<file path="src/rtl/mesm6_irq_pkg.sv">
// Shared constants for the MESM-6 interrupt front end: line count and
// register map of the configuration bus.
package mesm6_irq_pkg;

    localparam int NIRQ = 48;

    typedef enum logic [2:0] {
        IRQ_RAW  = 3'o0,
        IRQ_MODE = 3'o1,
        IRQ_POL  = 3'o2,
        IRQ_STAT = 3'o3
    } irq_reg_e;

endpackage

</file>
<file path="src/rtl/mesm6_irq_line.sv">
// One interrupt line: 2-flop synchronizer, polarity, glitch filter and
// level/edge output stage.
module mesm6_irq_line #(
    parameter int FILTER = 2
) (
    input  logic clk,
    input  logic reset,
    input  logic dev_irq,
    input  logic mode,
    input  logic pol,
    output logic raw,
    output logic filt,
    output logic pic_irq
);

    localparam int              CW   = $clog2(FILTER) + 1;
    localparam logic [CW-1:0]   LAST = CW'(FILTER - 1);

    logic          s1, s2, filt_d;
    logic [CW-1:0] cnt;
    logic          a;

    assign a   = s2 ^ pol;
    assign raw = s2;

    always_ff @(posedge clk) begin
        if (reset) begin
            s1      <= 1'b0;
            s2      <= 1'b0;
            filt    <= 1'b0;
            filt_d  <= 1'b0;
            cnt     <= '0;
            pic_irq <= 1'b0;
        end else begin
            s1     <= dev_irq;
            s2     <= s1;
            filt_d <= filt;
            // The count only runs while the line disagrees with the accepted
            // value, so any bounce back restarts qualification from zero.
            if (a != filt) begin
                if (cnt == LAST) begin
                    filt <= a;
                    cnt  <= '0;
                end else begin
                    cnt <= cnt + CW'(1);
                end
            end else begin
                cnt <= '0;
            end
            pic_irq <= mode ? (filt & ~filt_d) : filt;
        end
    end

endmodule

</file>
<file path="src/rtl/mesm6_irq_sync.sv">
// Interrupt front end for the MESM-6 controller: per-line filtering plus
// the MODE/POL configuration registers and read-back mux.
module mesm6_irq_sync
    import mesm6_irq_pkg::*;
#(
    parameter int FILTER = 2
) (
    input  logic            clk,
    input  logic            reset,
    input  logic [NIRQ-1:0] dev_irq,
    output logic [NIRQ-1:0] pic_irq,
    input  logic [14:0]     irq_addr,
    input  logic            irq_read,
    input  logic            irq_write,
    output logic [NIRQ-1:0] irq_rdata,
    input  logic [NIRQ-1:0] irq_wdata,
    output logic            irq_done
);

    logic [NIRQ-1:0] mode, pol, raw, stat;
    logic            unused_addr;

    // Only the low address bits select a register.
    assign unused_addr = |irq_addr[14:3];

    always_ff @(posedge clk) begin
        if (reset) begin
            mode     <= '0;
            pol      <= '0;
            irq_done <= 1'b0;
        end else begin
            irq_done <= irq_read | irq_write;
            if (irq_write) begin
                case (irq_addr[2:0])
                    IRQ_MODE: mode <= irq_wdata;
                    IRQ_POL:  pol  <= irq_wdata;
                    default:  ;
                endcase
            end
        end
    end

    always_comb begin
        irq_rdata = '0;
        case (irq_addr[2:0])
            IRQ_RAW:  irq_rdata = raw;
            IRQ_MODE: irq_rdata = mode;
            IRQ_POL:  irq_rdata = pol;
            IRQ_STAT: irq_rdata = stat;
            default:  irq_rdata = '0;
        endcase
    end

    for (genvar i = 0; i < NIRQ; i++) begin : g_line
        mesm6_irq_line #(.FILTER(FILTER)) u_line (
            .clk     (clk),
            .reset   (reset),
            .dev_irq (dev_irq[i]),
            .mode    (mode[i]),
            .pol     (pol[i]),
            .raw     (raw[i]),
            .filt    (stat[i]),
            .pic_irq (pic_irq[i])
        );
    end

endmodule

</file>
<file path="config.mk">
export PLATFORM = sky130hd
export DESIGN_NAME = mesm6_irq_sync
export DESIGN_NICKNAME = d
export VERILOG_FILES = /design/src/rtl/mesm6_irq_pkg.sv /design/src/rtl/mesm6_irq_line.sv /design/src/rtl/mesm6_irq_sync.sv
export SDC_FILE = /design/constraint.sdc
export NUM_CORES = 1
export LEC_CHECK = 0
export ABC_AREA = 1
export CAP_MARGIN = 20
export CORE_MARGIN = 10
export CORE_UTILIZATION = 50
export DETAILED_ROUTE_END_ITERATION = 8
export GPL_TIMING_DRIVEN = 0
export PLACE_DENSITY = 0.78
export REMOVE_ABC_BUFFERS = 1
export SYNTH_ARGS = -nofsm -noshare
export SYNTH_HDL_FRONTEND = slang
export SYNTH_SLANG_ARGS = --single-unit
</file>
<file path="constraint.sdc">
create_clock -name clk -period 0.95 [get_ports clk]
set_input_delay 0.095 -clock clk [delete_from_list [all_inputs] [get_ports clk]]
set_output_delay 0.095 -clock clk [all_outputs]
set_load 0.01 [all_outputs]
</file>
==> impl_results.md <==
* Hold worst-path end: g_line[20].u_line.filt_d
* Final Hold Fails at 39
* Setup violators final at 185
* Core box area at 35,700 um^2
* CTS tree: built
* Final nets at 3,048
* Clock sink count at 433
* Failing checks: DRC, hold timing, setup timing
* Die height at 210 um
* Vias in the first global route at 18,300
* Synth Register Bits at 433
* Initial DRT Pass Iterations at 9
* RSZ-0062 raised after global routing: yes
* Clock power share at 39.9%
* Seq pwr share at 44.4%
* Slew @ Worst Pin at 701 ps
* Setup TNS Final at -31,820 ps
* Crit path DAT at 1370 ps
* Hold_sp: reset
* Htree depth at 2
* Clock skew at 19.1 ps
* R2R setup slack at -130 ps
* Crit end category: output port
* CP max FO at 20
* First-pass GRT wire length at 93,900 um
* Die Span X at 210 um
* Worst Path Buf+Inv at 4
* Critical setup path kind: in -> out
* TritonCTS Buffers at 45
* Share of the synthesized area in the top cell type at 47.8%
* Final period util at 154%
* Max-cap violations at 0
* Top delay family on crit path: buffers and inverters
* Mapped Area at 18,100 um^2
* Routed WL at 70,900 um
* Status: complete, but fails checks
* Pins Over Slew Limit at 0
* Post-Place Worst Slack at -2110 ps
* Launching point of the worst reg2reg path: g_line[17].u_line.cnt[0]
* Required @ worst endpoint at 850 ps
* Area grow syn2layout at 48.0%
* Peak Freq at 683 MHz
* Grt ovf at 0
* DRT iter0 DRCs at 1,818
* Synth top area cells: dfxtp_1, nor2_1, nand3_1, inv_1, nand2_1
* Routed length per instance at 21.0 um
* Placer Congestion at 0.794
* Area after DPL at 20,100 um^2
* Static Leak at 0.0122 uW
* Logic pwr share at 15.7%
* Via count at 19,200
* Total track usage at 26.4%
* Slowest cell on crit path: nor2_4
* WHS at -102 ps
* Worst r2r dst: g_line[17].u_line.filt
* Clock transition at the registers of the reported paths at 60 ps
* Port bufs at 199
* Crit-path max cell delay at 230 ps
* Setup WS post-layout at -514 ps
* Worst Hold Class: in -> reg
* Synthesized instance count at 2,522
* CP cell instances: buf_4 -> nor2_4 -> buf_6 -> buf_12 -> nand3_1 -> nand4_1 -> buf_2
* Final min period at 1460 ps
* Area leader, netlist: dfxtp_1
* Worst Setup Start Kind: input port
* Net switching power at 12,000 uW
* Max_slew headroom at 53.1%
* Via-per-instance ratio at 5.67
* Final instance area at 26,900 um^2
* Peak supply drop at 1650 uV
* Row Count at 69
* CTS Root Cell: clkbuf_16
* Starting Density at 50.9%
* Mean Syn Cell Area at 7.19 um^2
* Cell Pwr Density at 1650 nW/um^2
* I/O pins at 212
* Pin count of the biggest net entering global routing at 108
* DP HPWL at 27,200 um
* Cell Int Power at 32,400 uW
* Worst Reg-to-Reg Cells at 5
* Sequential area share after synthesis at 47.8%
* Worst-Skew Late Latency at 590 ps
* Share of cells above drive strength 1 at 43.3%
* Antenna violations before repair at 1
* Final ANT Viol Nets at 0
* Sw Share at 27.1%
* Drt drc at 1
* Clk buf depth at 3
* Die outline area at 44,300 um^2
* Hold path depth at 2
* Synth cell types at 19
* Synth warn at 0
-- per-layer routing --
metal  vias to the layer above  wire length (um)  GRT usage, %
met4                         0              4730          17.0
met5                         -                 0             0
met3                       400              7000          5.62
met2                      1192             34300          45.7
met1                      9050             24900          29.0
li1                       8550                 -             -
-- final cells by class --
class	count	area (um^2)
Timing Repair inverter	2	46.3
Inverter	389	1640
Sequential cell	433	8980
Timing Repair Buffer	465	4660
Tap cell	461	577
Fill cell	2189	8800
Multi-Input combinational cell	1549	9490
Antenna cell	1	2.50
Clock inverter	10	81.3
Clock buffer	73	1380
-- cell usage in the layout (no fill, tap or decap), types with 9 or more instances in the layout --
master	count
nand3_1	150
nand4_1	96
clkbuf_1	15
buf_16	16
inv_2	48
ha_2	36
a21boi_0	23
inv_1	291
buf_6	64
clkdlybuf4s50_1	97
buf_4	164
dfxtp_1	201
dfxtp_4	9
nand2_1	293
clkbuf_8	11
nor2_2	85
nor2_4	48
a21boi_2	14
buf_12	15
clkbuf_16	52
a21boi_1	11
nor2_1	451
nand2_2	85
nand3_2	234
buf_2	68
dlygate4sd3_1	27
inv_4	46
dfxtp_2	223
ha_4	11
-- sequential cells by signal, summed over array words and instances, names as in the netlist --
name,count
g_line.u_line.cnt,96
g_line.u_line.filt,48
g_line.u_line.filt_d,48
g_line.u_line.pic_irq,48
g_line.u_line.raw,48
g_line.u_line.s1,48
irq_done,1
mode,48
pol,48
-- kinds of logic (layout without fill, tap and decap cells) --
group,count (synthesis),after routing,synth area share [%]
and+or+nand+nor,1447,1453,34.1
buffers and inverters,546,939,12.9
DFF,433,433,47.8
adders and majority gates,48,48,3.31
AOI/OAI and AO/OA,48,48,1.99
other,0,1,0
-- synth_stat cells (all sizes together) --
master and n:
nor2 581, dfxtp 433, inv 387, nand3 386, nand2 384, buf 112
nand4 96, a21boi 48, ha 48, clkbuf 45, clkinv 2
-- repair_timing --
item                                    CTS  global route
hold buffers                             26             1
buffers inserted                        194            24
endpoints found under the hold margin    54            44
gates resized for setup                 806           687
gates cloned                             26             5
pin swaps                                97           197
endpoints found under the setup margin  286           351
-- through the flow --
step | hold WS [ps] | util (%) | instances | total power, uW
floorplan | 166 | - | 2365 | 22200
global placement | 391 | 55.6 | 3025 | 23900
detailed placement | 393 | 56.3 | 3035 | 24100
CTS | -77.4 | 69.0 | 3364 | 42800
global route | -60.9 | 75.3 | 3382 | 45700
finish | -102 | 75.3 | 3383 | 44400
-- how the worst max path moves through the flow --
stage | to | depth (start not counted) | startpoint | slack (ps)
finish | irq_rdata[47] | 7 | irq_addr[2] | -510
global route | irq_rdata[47] | 3 | pol[47] | -560
CTS | irq_rdata[29] | 3 | g_line[29].u_line.raw | -470
detailed placement | pol[31] | 8 | irq_addr[2] | -2110
global placement | pol[32] | 4 | reset | -13580
floorplan | pol[0] | 4 | irq_addr[0] | -2000
-- power by group through the flow --
stage | logic (uW) | registers [uW] | clock network, uW
2_1_floorplan | 2240 | 19900 | 0
3_3_place_gp | 3960 | 20000 | 0
3_5_place_dp | 4060 | 20000 | 0
4_1_cts | 5550 | 19600 | 17700
5_1_grt | 7440 | 19800 | 18500
6_report | 7000 | 19700 | 17700
No activity file was read; power rests on OpenSTA's default activity.
